[src/rtl/twiddle_cmul_seq_if.sv]
// Handshake and data bundle for twiddle_cmul_seq: input side (a, k) and output side (y).
interface twiddle_cmul_seq_if #(
  parameter int LOG2N = 4
) ();
  logic             in_valid;
  logic             in_ready;
  logic [31:0]      a_re;
  logic [31:0]      a_im;
  logic [LOG2N-1:0] k;
  logic             out_valid;
  logic             out_ready;
  logic [31:0]      y_re;
  logic [31:0]      y_im;

  modport slave (
    input  in_valid, a_re, a_im, k, out_ready,
    output in_ready, out_valid, y_re, y_im
  );

  modport master (
    output in_valid, a_re, a_im, k, out_ready,
    input  in_ready, out_valid, y_re, y_im
  );
endinterface

[src/rtl/twiddle_cmul_seq.sv]
// Complex twiddle multiply y = a * W16^k: one shared float multiplier over 4 cycles, then one add/sub cycle.
// Optional macro TWIDDLE_TRIVIAL_BYPASS_EN: k in {0,4,8,12} resolved by swap/sign flip on the accept edge.
module twiddle_cmul_seq #(
  parameter int LOG2N = 4
) (
  input logic               clk,
  input logic               rst,
  twiddle_cmul_seq_if.slave bus
);
  localparam logic [1:0] S_IDLE = 2'd0;
  localparam logic [1:0] S_MUL  = 2'd1;
  localparam logic [1:0] S_ADD  = 2'd2;
  localparam logic [1:0] S_OUT  = 2'd3;

  logic [1:0]       r_state;
  logic [1:0]       r_cnt;
  logic [31:0]      r_a_re;
  logic [31:0]      r_a_im;
  logic [LOG2N-1:0] r_k;
  logic [31:0]      r_p [4];
  logic [31:0]      r_y_re;
  logic [31:0]      r_y_im;
  logic             r_in_ready;
  logic             r_out_valid;
  logic [63:0]      w_w;
  logic [31:0]      w_mul_a;
  logic [31:0]      w_mul_b;
  logic [31:0]      w_prod;

  function automatic logic [63:0] rom_w(input logic [3:0] idx);
    case (idx)
      4'd0:    rom_w = {32'h3F800000, 32'h00000000};
      4'd1:    rom_w = {32'h3F6C835E, 32'hBEC3EF15};
      4'd2:    rom_w = {32'h3F3504F3, 32'hBF3504F3};
      4'd3:    rom_w = {32'h3EC3EF15, 32'hBF6C835E};
      4'd4:    rom_w = {32'h00000000, 32'hBF800000};
      4'd5:    rom_w = {32'hBEC3EF15, 32'hBF6C835E};
      4'd6:    rom_w = {32'hBF3504F3, 32'hBF3504F3};
      4'd7:    rom_w = {32'hBF6C835E, 32'hBEC3EF15};
      4'd8:    rom_w = {32'hBF800000, 32'h00000000};
      4'd9:    rom_w = {32'hBF6C835E, 32'h3EC3EF15};
      4'd10:   rom_w = {32'hBF3504F3, 32'h3F3504F3};
      4'd11:   rom_w = {32'hBEC3EF15, 32'h3F6C835E};
      4'd12:   rom_w = {32'h00000000, 32'h3F800000};
      4'd13:   rom_w = {32'h3EC3EF15, 32'h3F6C835E};
      4'd14:   rom_w = {32'h3F3504F3, 32'h3F3504F3};
      4'd15:   rom_w = {32'h3F6C835E, 32'h3EC3EF15};
      default: rom_w = 64'h0;
    endcase
  endfunction

  // Operand b is always the ROM constant; only its top 12 fraction bits enter the multiplier.
  function automatic logic [31:0] fmul(input logic [31:0] a, input logic [31:0] b);
    logic [36:0] prod;
    logic [9:0]  e;
    logic [22:0] frac;
    prod = {13'h0, 1'b1, a[22:0]} * {24'h0, 1'b1, b[22:11]};
    e    = {2'b00, a[30:23]} + {2'b00, b[30:23]} - 10'd127 + {9'h0, prod[36]};
    frac = prod[36] ? prod[35:13] : prod[34:12];
    if ((a[30:23] == 8'd0) || (b[30:23] == 8'd0) || e[9] || (e == 10'd0)) begin
      fmul = 32'h0;
    end else begin
      fmul = {a[31] ^ b[31], e[7:0], frac};
    end
  endfunction

  function automatic logic [4:0] lzc24(input logic [23:0] v);
    logic [4:0] n;
    n = 5'd24;
    for (int i = 0; i < 24; i++) begin
      n = v[i] ? 5'(23 - i) : n;
    end
    return n;
  endfunction

  function automatic logic [31:0] fadd(input logic [31:0] x, input logic [31:0] y, input logic sub);
    logic [31:0] yy, big, sml;
    logic [23:0] mb, ms, norm;
    logic [7:0]  diff;
    logic [24:0] sum;
    logic [4:0]  lz;
    logic [9:0]  e;
    logic [22:0] frac;
    yy = {y[31] ^ sub, y[30:0]};
    if (yy[30:0] > x[30:0]) begin
      big = yy;
      sml = x;
    end else begin
      big = x;
      sml = yy;
    end
    mb   = (big[30:23] == 8'd0) ? 24'h0 : {1'b1, big[22:0]};
    ms   = (sml[30:23] == 8'd0) ? 24'h0 : {1'b1, sml[22:0]};
    diff = big[30:23] - sml[30:23];
    ms   = (diff >= 8'd25) ? 24'h0 : (ms >> diff);
    sum  = (big[31] == sml[31]) ? ({1'b0, mb} + {1'b0, ms}) : ({1'b0, mb} - {1'b0, ms});
    lz   = lzc24(sum[23:0]);
    norm = sum[23:0] << lz;
    if (sum[24]) begin
      e    = {2'b00, big[30:23]} + 10'd1;
      frac = sum[23:1];
    end else begin
      e    = {2'b00, big[30:23]} - {5'd0, lz};
      frac = norm[22:0];
    end
    if ((sum == 25'h0) || e[9] || (e == 10'd0)) begin
      fadd = 32'h0;
    end else begin
      fadd = {big[31], e[7:0], frac};
    end
  endfunction

  // Product schedule: cnt 0..3 -> ar*wr, ai*wi, ar*wi, ai*wr.
  always_comb begin
    w_w = rom_w(r_k);
    case (r_cnt)
      2'd0:    begin w_mul_a = r_a_re; w_mul_b = w_w[63:32]; end
      2'd1:    begin w_mul_a = r_a_im; w_mul_b = w_w[31:0];  end
      2'd2:    begin w_mul_a = r_a_re; w_mul_b = w_w[31:0];  end
      2'd3:    begin w_mul_a = r_a_im; w_mul_b = w_w[63:32]; end
      default: begin w_mul_a = 32'h0;  w_mul_b = 32'h0;      end
    endcase
    w_prod = fmul(w_mul_a, w_mul_b);
  end

`ifdef TWIDDLE_TRIVIAL_BYPASS_EN
  logic [31:0] w_byp_re;
  logic [31:0] w_byp_im;

  function automatic logic [31:0] fneg(input logic [31:0] v);
    fneg = (v[30:0] == 31'h0) ? 32'h0 : {~v[31], v[30:0]};
  endfunction

  // Quarter-turn twiddles reduce to swap and sign flip of the incoming sample.
  always_comb begin
    case (bus.k[3:2])
      2'd0:    begin w_byp_re = bus.a_re;       w_byp_im = bus.a_im;       end
      2'd1:    begin w_byp_re = bus.a_im;       w_byp_im = fneg(bus.a_re); end
      2'd2:    begin w_byp_re = fneg(bus.a_re); w_byp_im = fneg(bus.a_im); end
      2'd3:    begin w_byp_re = fneg(bus.a_im); w_byp_im = bus.a_re;       end
      default: begin w_byp_re = 32'h0;          w_byp_im = 32'h0;          end
    endcase
  end
`endif

  always_ff @(posedge clk or posedge rst) begin
    if (rst) begin
      r_state     <= S_IDLE;
      r_cnt       <= 2'd0;
      r_a_re      <= 32'h0;
      r_a_im      <= 32'h0;
      r_k         <= '0;
      r_y_re      <= 32'h0;
      r_y_im      <= 32'h0;
      r_in_ready  <= 1'b1;
      r_out_valid <= 1'b0;
      for (int i = 0; i < 4; i++) begin
        r_p[i] <= 32'h0;
      end
    end else begin
      case (r_state)
        S_IDLE: begin
          if (bus.in_valid && r_in_ready) begin
            r_a_re     <= bus.a_re;
            r_a_im     <= bus.a_im;
            r_k        <= bus.k;
            r_in_ready <= 1'b0;
`ifdef TWIDDLE_TRIVIAL_BYPASS_EN
            if (bus.k[1:0] == 2'b00) begin
              r_y_re      <= w_byp_re;
              r_y_im      <= w_byp_im;
              r_out_valid <= 1'b1;
              r_state     <= S_OUT;
            end else begin
              r_cnt   <= 2'd0;
              r_state <= S_MUL;
            end
`else
            r_cnt   <= 2'd0;
            r_state <= S_MUL;
`endif
          end
        end
        S_MUL: begin
          r_p[r_cnt] <= w_prod;
          r_cnt      <= r_cnt + 2'd1;
          if (r_cnt == 2'd3) begin
            r_state <= S_ADD;
          end
        end
        S_ADD: begin
          r_y_re      <= fadd(r_p[0], r_p[1], 1'b1);
          r_y_im      <= fadd(r_p[2], r_p[3], 1'b0);
          r_out_valid <= 1'b1;
          r_state     <= S_OUT;
        end
        S_OUT: begin
          if (bus.out_ready) begin
            r_out_valid <= 1'b0;
            r_in_ready  <= 1'b1;
            r_state     <= S_IDLE;
          end
        end
        default: begin
          r_state     <= S_IDLE;
          r_in_ready  <= 1'b1;
          r_out_valid <= 1'b0;
        end
      endcase
    end
  end

  assign bus.in_ready  = r_in_ready;
  assign bus.out_valid = r_out_valid;
  assign bus.y_re      = r_y_re;
  assign bus.y_im      = r_y_im;
endmodule

[src/flat_wrapper.sv]
// flat-port wrapper written by rule: the top's interface ports become plain ports
module twiddle_cmul_seq_flat 
#(
  parameter int LOG2N = 4
)
  (clk, rst, bus_in_valid, bus_a_re, bus_a_im, bus_k, bus_out_ready, bus_in_ready, bus_out_valid, bus_y_re, bus_y_im);
  twiddle_cmul_seq_if #(.LOG2N(LOG2N)) bus_i ();
  input logic clk;
  input logic rst;
  input wire logic [$bits(bus_i.in_valid)-1:0] bus_in_valid;
  input wire logic [$bits(bus_i.a_re)-1:0] bus_a_re;
  input wire logic [$bits(bus_i.a_im)-1:0] bus_a_im;
  input wire logic [$bits(bus_i.k)-1:0] bus_k;
  input wire logic [$bits(bus_i.out_ready)-1:0] bus_out_ready;
  output wire logic [$bits(bus_i.in_ready)-1:0] bus_in_ready;
  output wire logic [$bits(bus_i.out_valid)-1:0] bus_out_valid;
  output wire logic [$bits(bus_i.y_re)-1:0] bus_y_re;
  output wire logic [$bits(bus_i.y_im)-1:0] bus_y_im;
  assign bus_i.in_valid = bus_in_valid;
  assign bus_i.a_re = bus_a_re;
  assign bus_i.a_im = bus_a_im;
  assign bus_i.k = bus_k;
  assign bus_i.out_ready = bus_out_ready;
  assign bus_in_ready = bus_i.in_ready;
  assign bus_out_valid = bus_i.out_valid;
  assign bus_y_re = bus_i.y_re;
  assign bus_y_im = bus_i.y_im;
  twiddle_cmul_seq #(.LOG2N(LOG2N)) u_core (.clk(clk), .rst(rst), .bus(bus_i));
endmodule
[config.mk]
export PLATFORM = sky130hd
export DESIGN_NAME = twiddle_cmul_seq_flat
export DESIGN_NICKNAME = d
export VERILOG_FILES = /design/src/rtl/twiddle_cmul_seq_if.sv /design/src/rtl/twiddle_cmul_seq.sv /design/src/flat_wrapper.sv
export SDC_FILE = /design/constraint.sdc
export NUM_CORES = 2
export LEC_CHECK = 0
export CORE_ASPECT_RATIO = 1.25
export CORE_MARGIN = 2
export CORE_UTILIZATION = 45
export DETAILED_ROUTE_END_ITERATION = 10
export PLACE_DENSITY = 0.72
export SLEW_MARGIN = 10
export SYNTH_ARGS = -nofsm -noshare
export SYNTH_HDL_FRONTEND = slang
export SYNTH_SLANG_ARGS = --single-unit
[constraint.sdc]
create_clock -name clk -period 16.1 [get_ports clk]
set_input_delay 3.22 -clock clk [delete_from_list [all_inputs] [get_ports clk]]
set_output_delay 3.22 -clock clk [all_outputs]
set_load 0.005 [all_outputs]
## After elaboration in Yosys (flattened, before gate mapping)

Memories as Yosys holds them, arrays and structs flattened.
Index checks and enable logic that the tools add are counted.

- Logic and storage cells: 177
- Output and inout port bits: 66
- Register bits: 266
- Memories: 1
- Bits of input ports: 72
- ROM bits: 960

- Equality and inequality tests: 11
- Bitwise gates (word level): 3
- $mul: 1
- Mux-type cells: 90
- Add/subtract/negate cells: 14
- Reductions and logical operators: 34
- Shift-type cells: 4
- Order comparisons: 6

Memories:

| name | words | width | read ports | clocked after memory_dff | wr ports | RTL line | text |
|---|---|---|---|---|---|---|---|
| (name not given) | 16 | 60 | 1 | 0 | 0 | twiddle_cmul_seq.sv:31 | `case (idx)` |

Operator list:

| kind | count |
|---|---|
| 32-bit two-way mux | 12 |
| 5-bit two-way mux | 46 |
| 24-bit two-way mux | 6 |
| 128-bit bitwise mux | 1 |
| 32-bit one-hot mux with 2 select lines | 2 |
| 23-bit two-way mux | 3 |
| 32-bit demux with 2-bit select | 1 |
| 31-bit greater-than comparator | 2 |
| 24-bit by 24-bit adder with 25-bit output | 2 |
| 25-bit logical NOT | 2 |
| 25-bit two-way mux | 2 |
| 24-bit by 24-bit subtractor with 25-bit output | 2 |
| 8-bit logical NOT | 6 |
| 24-bit by 5-bit left shift with 23-bit output | 2 |
| 24-bit by 8-bit right shift with 24-bit output | 2 |
| 10-bit two-way mux | 4 |
| 24-bit by 13-bit multiplier with 37-bit output | 1 |
| 10-bit logical NOT | 3 |
| 8-bit by 1-bit adder with 9-bit output (second input constant) | 2 |
| 8-bit by 5-bit subtractor with 9-bit output | 2 |
| 8-bit by 5-bit >= comparator with 1-bit output (second input constant) | 2 |
| 8-bit subtractor | 2 |
| 10-bit by 1-bit adder with 10-bit output | 1 |
| 10-bit by 7-bit subtractor with 10-bit output (second input constant) | 1 |
| 25 further kinds | 54 |

## Longest topological paths before layout

- Depth after elaboration: 39
- Gate-level depth with buffers: 61
- Gate-level depth less buffers: 49

## Worst setup path before layout

Ideal clock, no wire load.

- Path type: flip-flop to flip-flop
- Start: reg u_core.r_p[57] (netlist name)
- End: reg u_core.r_y_im[28], in the netlist u_core.bus.y_im[28]
- Path slack: 4.129 ns
- Cell stages (with the launch flop): 56
- Required time: 15.958 ns
- Setup time: 0.142 ns
- Clock period less this slack: 11.971 ns
- Arrival: 11.829 ns
- Buffers on the path: 11
- Cells stage by stage: dfrtp_1 -> inv_1 -> ha_1 -> buf_2 -> nand2_1 -> o211ai_1 -> a21oi_1 -> a41oi_1 -> o211a_1 -> buf_6 -> buf_2 -> buf_6 -> clkbuf_1 -> clkbuf_1 -> clkbuf_1 -> a21oi_1 -> ha_1 -> a21oi_1 -> [20 not listed] -> a21boi_0 -> xor2_1 -> nand2_1 -> or3_1 -> o21ai_1 -> clkbuf_1 -> ha_1 -> nor2b_1 -> o21ai_0 -> nand2b_1 -> a21oi_1 -> nand2_1 -> xor2_1 -> nor3_1 -> nor3_1 -> o21ai_1 -> buf_4 -> o22ai_1

- Word-level cells in the longest chain between the ends: 39
- Elaborated cells on any way between the ends: 50
- Those cells by class: add/sub (5); order compare (2); eq/ne (1); shift (1); mux (35); reduce/logical (6)

Ends and longest elaborated chain:

| what | RTL line | text |
|---|---|---|
| start, declared | twiddle_cmul_seq.sv:20 | `logic [31:0] r_p [4];` |
| start signal, assigned by index | twiddle_cmul_seq.sv:185 | `r_p[r_cnt] <= w_prod;` |
| parallel branches: the longest is 38 deep, another holds 31-bit greater-than comparator | - |  |
| 32-bit two-way mux (*) | twiddle_cmul_seq.sv:106 | `if ((sum == 25'h0) \|\| e[9] \|\| (e == 10'd0)) begin` |
| end signal, assigned | twiddle_cmul_seq.sv:193 | `r_y_im <= fadd(r_p[2], r_p[3], 1'b0);` |
| end, declared | twiddle_cmul_seq.sv:22 | `logic [31:0] r_y_im;` |

Mark *: on every way between the ends. The select of a mux whose other input is x is not followed.
A chain may end at the register's enable or synchronous reset.

## Worst setup path after layout

- Start: reg u_core.r_p[121] (netlist name)
- End: reg u_core.r_y_re[20], in the netlist u_core.bus.y_re[20]

- Word-level cells in the longest chain between the ends: 39
- Elaborated cells on any way between the ends: 52
- Those cells by class: add/sub (5); order compare (2); eq/ne (1); shift (2); mux (36); reduce/logical (6)

Ends and longest elaborated chain:

| what | RTL line | text |
|---|---|---|
| parallel branches: the longest is 38 deep, another holds 31-bit greater-than comparator | - |  |
| 32-bit two-way mux (*) | twiddle_cmul_seq.sv:106 |  |
| end signal, assigned | twiddle_cmul_seq.sv:192 | `r_y_re <= fadd(r_p[0], r_p[1], 1'b1);` |
| end, declared | twiddle_cmul_seq.sv:21 | `logic [31:0] r_y_re;` |

Marked as above.

==> flow_metrics.py <==
metrics = {
    "min_path": {
        "holdPathStages": 1,
        "worstHoldStart": "u_core.r_a_re[12]",
        "hold_path.class": "flop to flop",
        "hold-path-endpoint": "u_core.r_a_re[12]",
    },
    "pwr": {
        "power_density_nw_per_um2": 37.4,
        "p_total_w": 0.00145,
        "leakage_nw": 18.6,
        "vdd_drop_max_v": 0.0000907,
    },
    "detailed_routing": {
        "wl_per_cell_um": 19.0,
        "drtPass1Iterations": 6,
        "ant_nets": 0,
        "remaining_drc_errors": 0,
        "drt_iter0_drc": 2374,
        "vias": 30900,
        "viasPerCell": 5.80,
        "wirelength_um": 101000,
    },
    "global_route": {
        "grt_remaining_overflow": 0,
        "antenna_found_initial": 0,
        "grt_pass1_vias": 30400,
        "grt_max_degree": 118,
        "grt_pass1_wl_um": 162000,
        "globalRouteTotalUtil": 0.249,
    },
    "yosys": {
        "yosys-top-cells-count": "inv_1, nand2_1, nor2_1",
        "yosys_register_bits": 266,
        "ys_async_sr_fraction": 1.00,
        "yosys.area.top_type_share": 0.188,
        "syn_avg_cell_area_sq_um": 8.34,
        "synth_edf_count": 0,
        "yosys.area.top_type": "dfrtp_1",
        "synth_nets": 4773,
        "syn_inst": 4235,
        "ys_seq_area_frac": 0.189,
        "yosysMostFrequentCell": "inv_1",
        "yosysWarnings": 0,
        "synth-main-ff-cell": "dfrtp_1",
        "synth_cell_types": 116,
        "synth_top_cells_by_area": "dfrtp_1, fa_1, ha_1",
        "netlist_area_sq_um": 35300,
    },
    "setup_path": {
        "startpoint": "u_core.r_p[121]",
        "cpPeakStageDelay_ps": 780,
        "timing.rr.end": "u_core.bus.y_re[20]",
        "critical_path_class": "flop to flop",
        "cp_slowest_cell": "nor4_1",
        "endpoint_kind": "flop",
        "crit_fanout": 36,
        "timing.critical_path.buf_inv": 6,
        "reg2reg_depth": 46,
        "crit_required_ps": 16620,
        "reg2reg_from": "u_core.r_p[121]",
        "worst-r2r-setup-slack_ps": 2950,
        "cp-start-kind": "flop",
        "arrival_ps": 13670,
        "crit_family": "compound AO/OA/AOI/OAI gates",
    },
    "floorplan": {
        "die_h_um": 317,
        "die_area_sq_um": 80800,
        "io_pins": 138,
        "fp-row-count": 114,
        "core-area_sq_um": 77600,
        "die_w_um": 255,
        "initial_core_util": 0.455,
    },
    "sta": {
        "setup_viol": 0,
        "finalCriticalPeriod_ps": 13150,
        "report.final.slew_viol_count": 0,
        "rsz0062_at_grt": "false",
        "worst_pin_slew_ps": 1110,
        "setup-tns-final_ps": 0,
        "slew_headroom": 0.250,
        "max_freq_mhz": 76.1,
        "finalCritPeriodShare": 0.817,
        "hold_viol": 0,
        "timing.clock.skew_ps": 26.1,
    },
    "clock_network": {
        "cts_resized": 0,
        "htreeDepth": 1,
        "post_cts_buffers": 0,
        "clk_latency_ps": 630,
        "cts_root_buffer": "clkbuf_16",
        "cts_sinks": 266,
        "clkTransAtPathRegs_ps": 60,
        "clockBufferDepth": 3,
        "cts_tree": "built",
        "cts_buffers": 31,
        "cts.hold.buffers_added": 0,
    },
    "place": {
        "place_inst": 5270,
        "place.gp.congestion": 0.979,
        "io_buffer_count": 137,
        "post-dp-hpwl_um": 81500,
    },
    "final_layout": {
        "stdcell_count": 5328,
        "diodes": 0,
        "drive_gt1_frac": 0.0952,
        "final_nets": 4797,
        "area.growth.synth_to_final_pct": 9.46,
    },
    "run_status": {
        "status": "complete, no violations",
    },
    "job": {
        "max_cap_viol_count": 0,
    },
}
-- worst max-delay path by stage --
stage	end	slack (ps)	depth (start not counted)
2_1_floorplan	u_core.bus.y_im[28]	4130	55
3_3_place_gp	u_core.bus.y_re[20]	3290	47
3_5_place_dp	u_core.bus.y_im[22]	3110	48
4_1_cts	u_core.bus.y_re[20]	3100	47
5_1_grt	u_core.bus.y_re[20]	2100	46
6_report	u_core.bus.y_re[20]	2950	46
-- logic make-up (layout without fill, tap and decap cells) --
kind of cell / Yosys count / after routing / synth area share
and+or+nand+nor: 1229 / 1229 / 0.160
DFF: 266 / 266 / 0.189
xor gates and xnor gates: 140 / 140 / 0.0358
buffers and inverters: 750 / 799 / 0.0842
AOI/OAI and AO/OA: 1022 / 1022 / 0.196
adders and majority gates: 467 / 467 / 0.213
muxes: 361 / 361 / 0.123
-- registers in the layout, summed over array words and instances, names as in the netlist --
register and flops:
u_core.r_state 2, u_core.r_k 4, u_core.bus.y_re 32, u_core.r_a_re 32, u_core.r_a_im 32, u_core.bus.y_im 32, u_core.bus.out_valid 1, u_core.r_p 128
u_core.bus.in_ready 1, u_core.r_cnt 2
-- layout make-up --
cell class | count | area [sq um]
Timing Repair Buffer | 186 | 1740
Fill cell | 7400 | 38900
Clock inverter | 17 | 203
Tap cell | 1044 | 1310
Sequential cell | 266 | 6660
Inverter | 555 | 2090
Clock buffer | 41 | 873
Multi-Input combinational cell | 3219 | 25800
-- cells in the final DEF (no fill, tap or decap), types with 49 or more instances in the layout --
cell type	synthesis	routed
inv_1	552	551
nand2_1	432	432
nor2_1	353	352
a21oi_1	270	269
dfrtp_1	265	265
ha_1	243	242
fa_1	223	223
o21ai_0	216	215
mux2_2	163	163
mux2i_1	155	152
clkdlybuf4s50_1	0	137
xnor2_1	95	93
nor3_1	91	90
nand3_1	70	69
o22ai_1	69	69
a21o_1	52	52
and2_1	50	50
buf_4	10	49
-- per-layer routing --
layer | GRT usage | wire (um)
met5 | 0 | 0
met4 | 0.110 | 4990
met3 | 0.0230 | 5090
met2 | 0.428 | 48400
met1 | 0.319 | 42800
-- where the power goes --
group / internal (W) / total, W / leakage, nW / switching [W]
clock: 0.000434 / 0.000748 / 0.540 / 0.000313
combinational: 0.0000155 / 0.0000314 / 14.4 / 0.0000159
sequential: 0.000669 / 0.000669 / 3.71 / 0
-- stage by stage --
step / utilization / setup slack [ps] / hold slack, ps / area [sq um]
2_1_floorplan: - / 4130 / 471 / 35300
3_3_place_gp: 0.484 / 3290 / 482 / 37600
3_5_place_dp: 0.484 / 3110 / 488 / 37600
4_1_cts: 0.498 / 3100 / 501 / 38700
5_1_grt: 0.498 / 2100 / 513 / 38700
6_report: 0.498 / 2950 / 498 / 38700
Power figures use the tool's default switching activity.
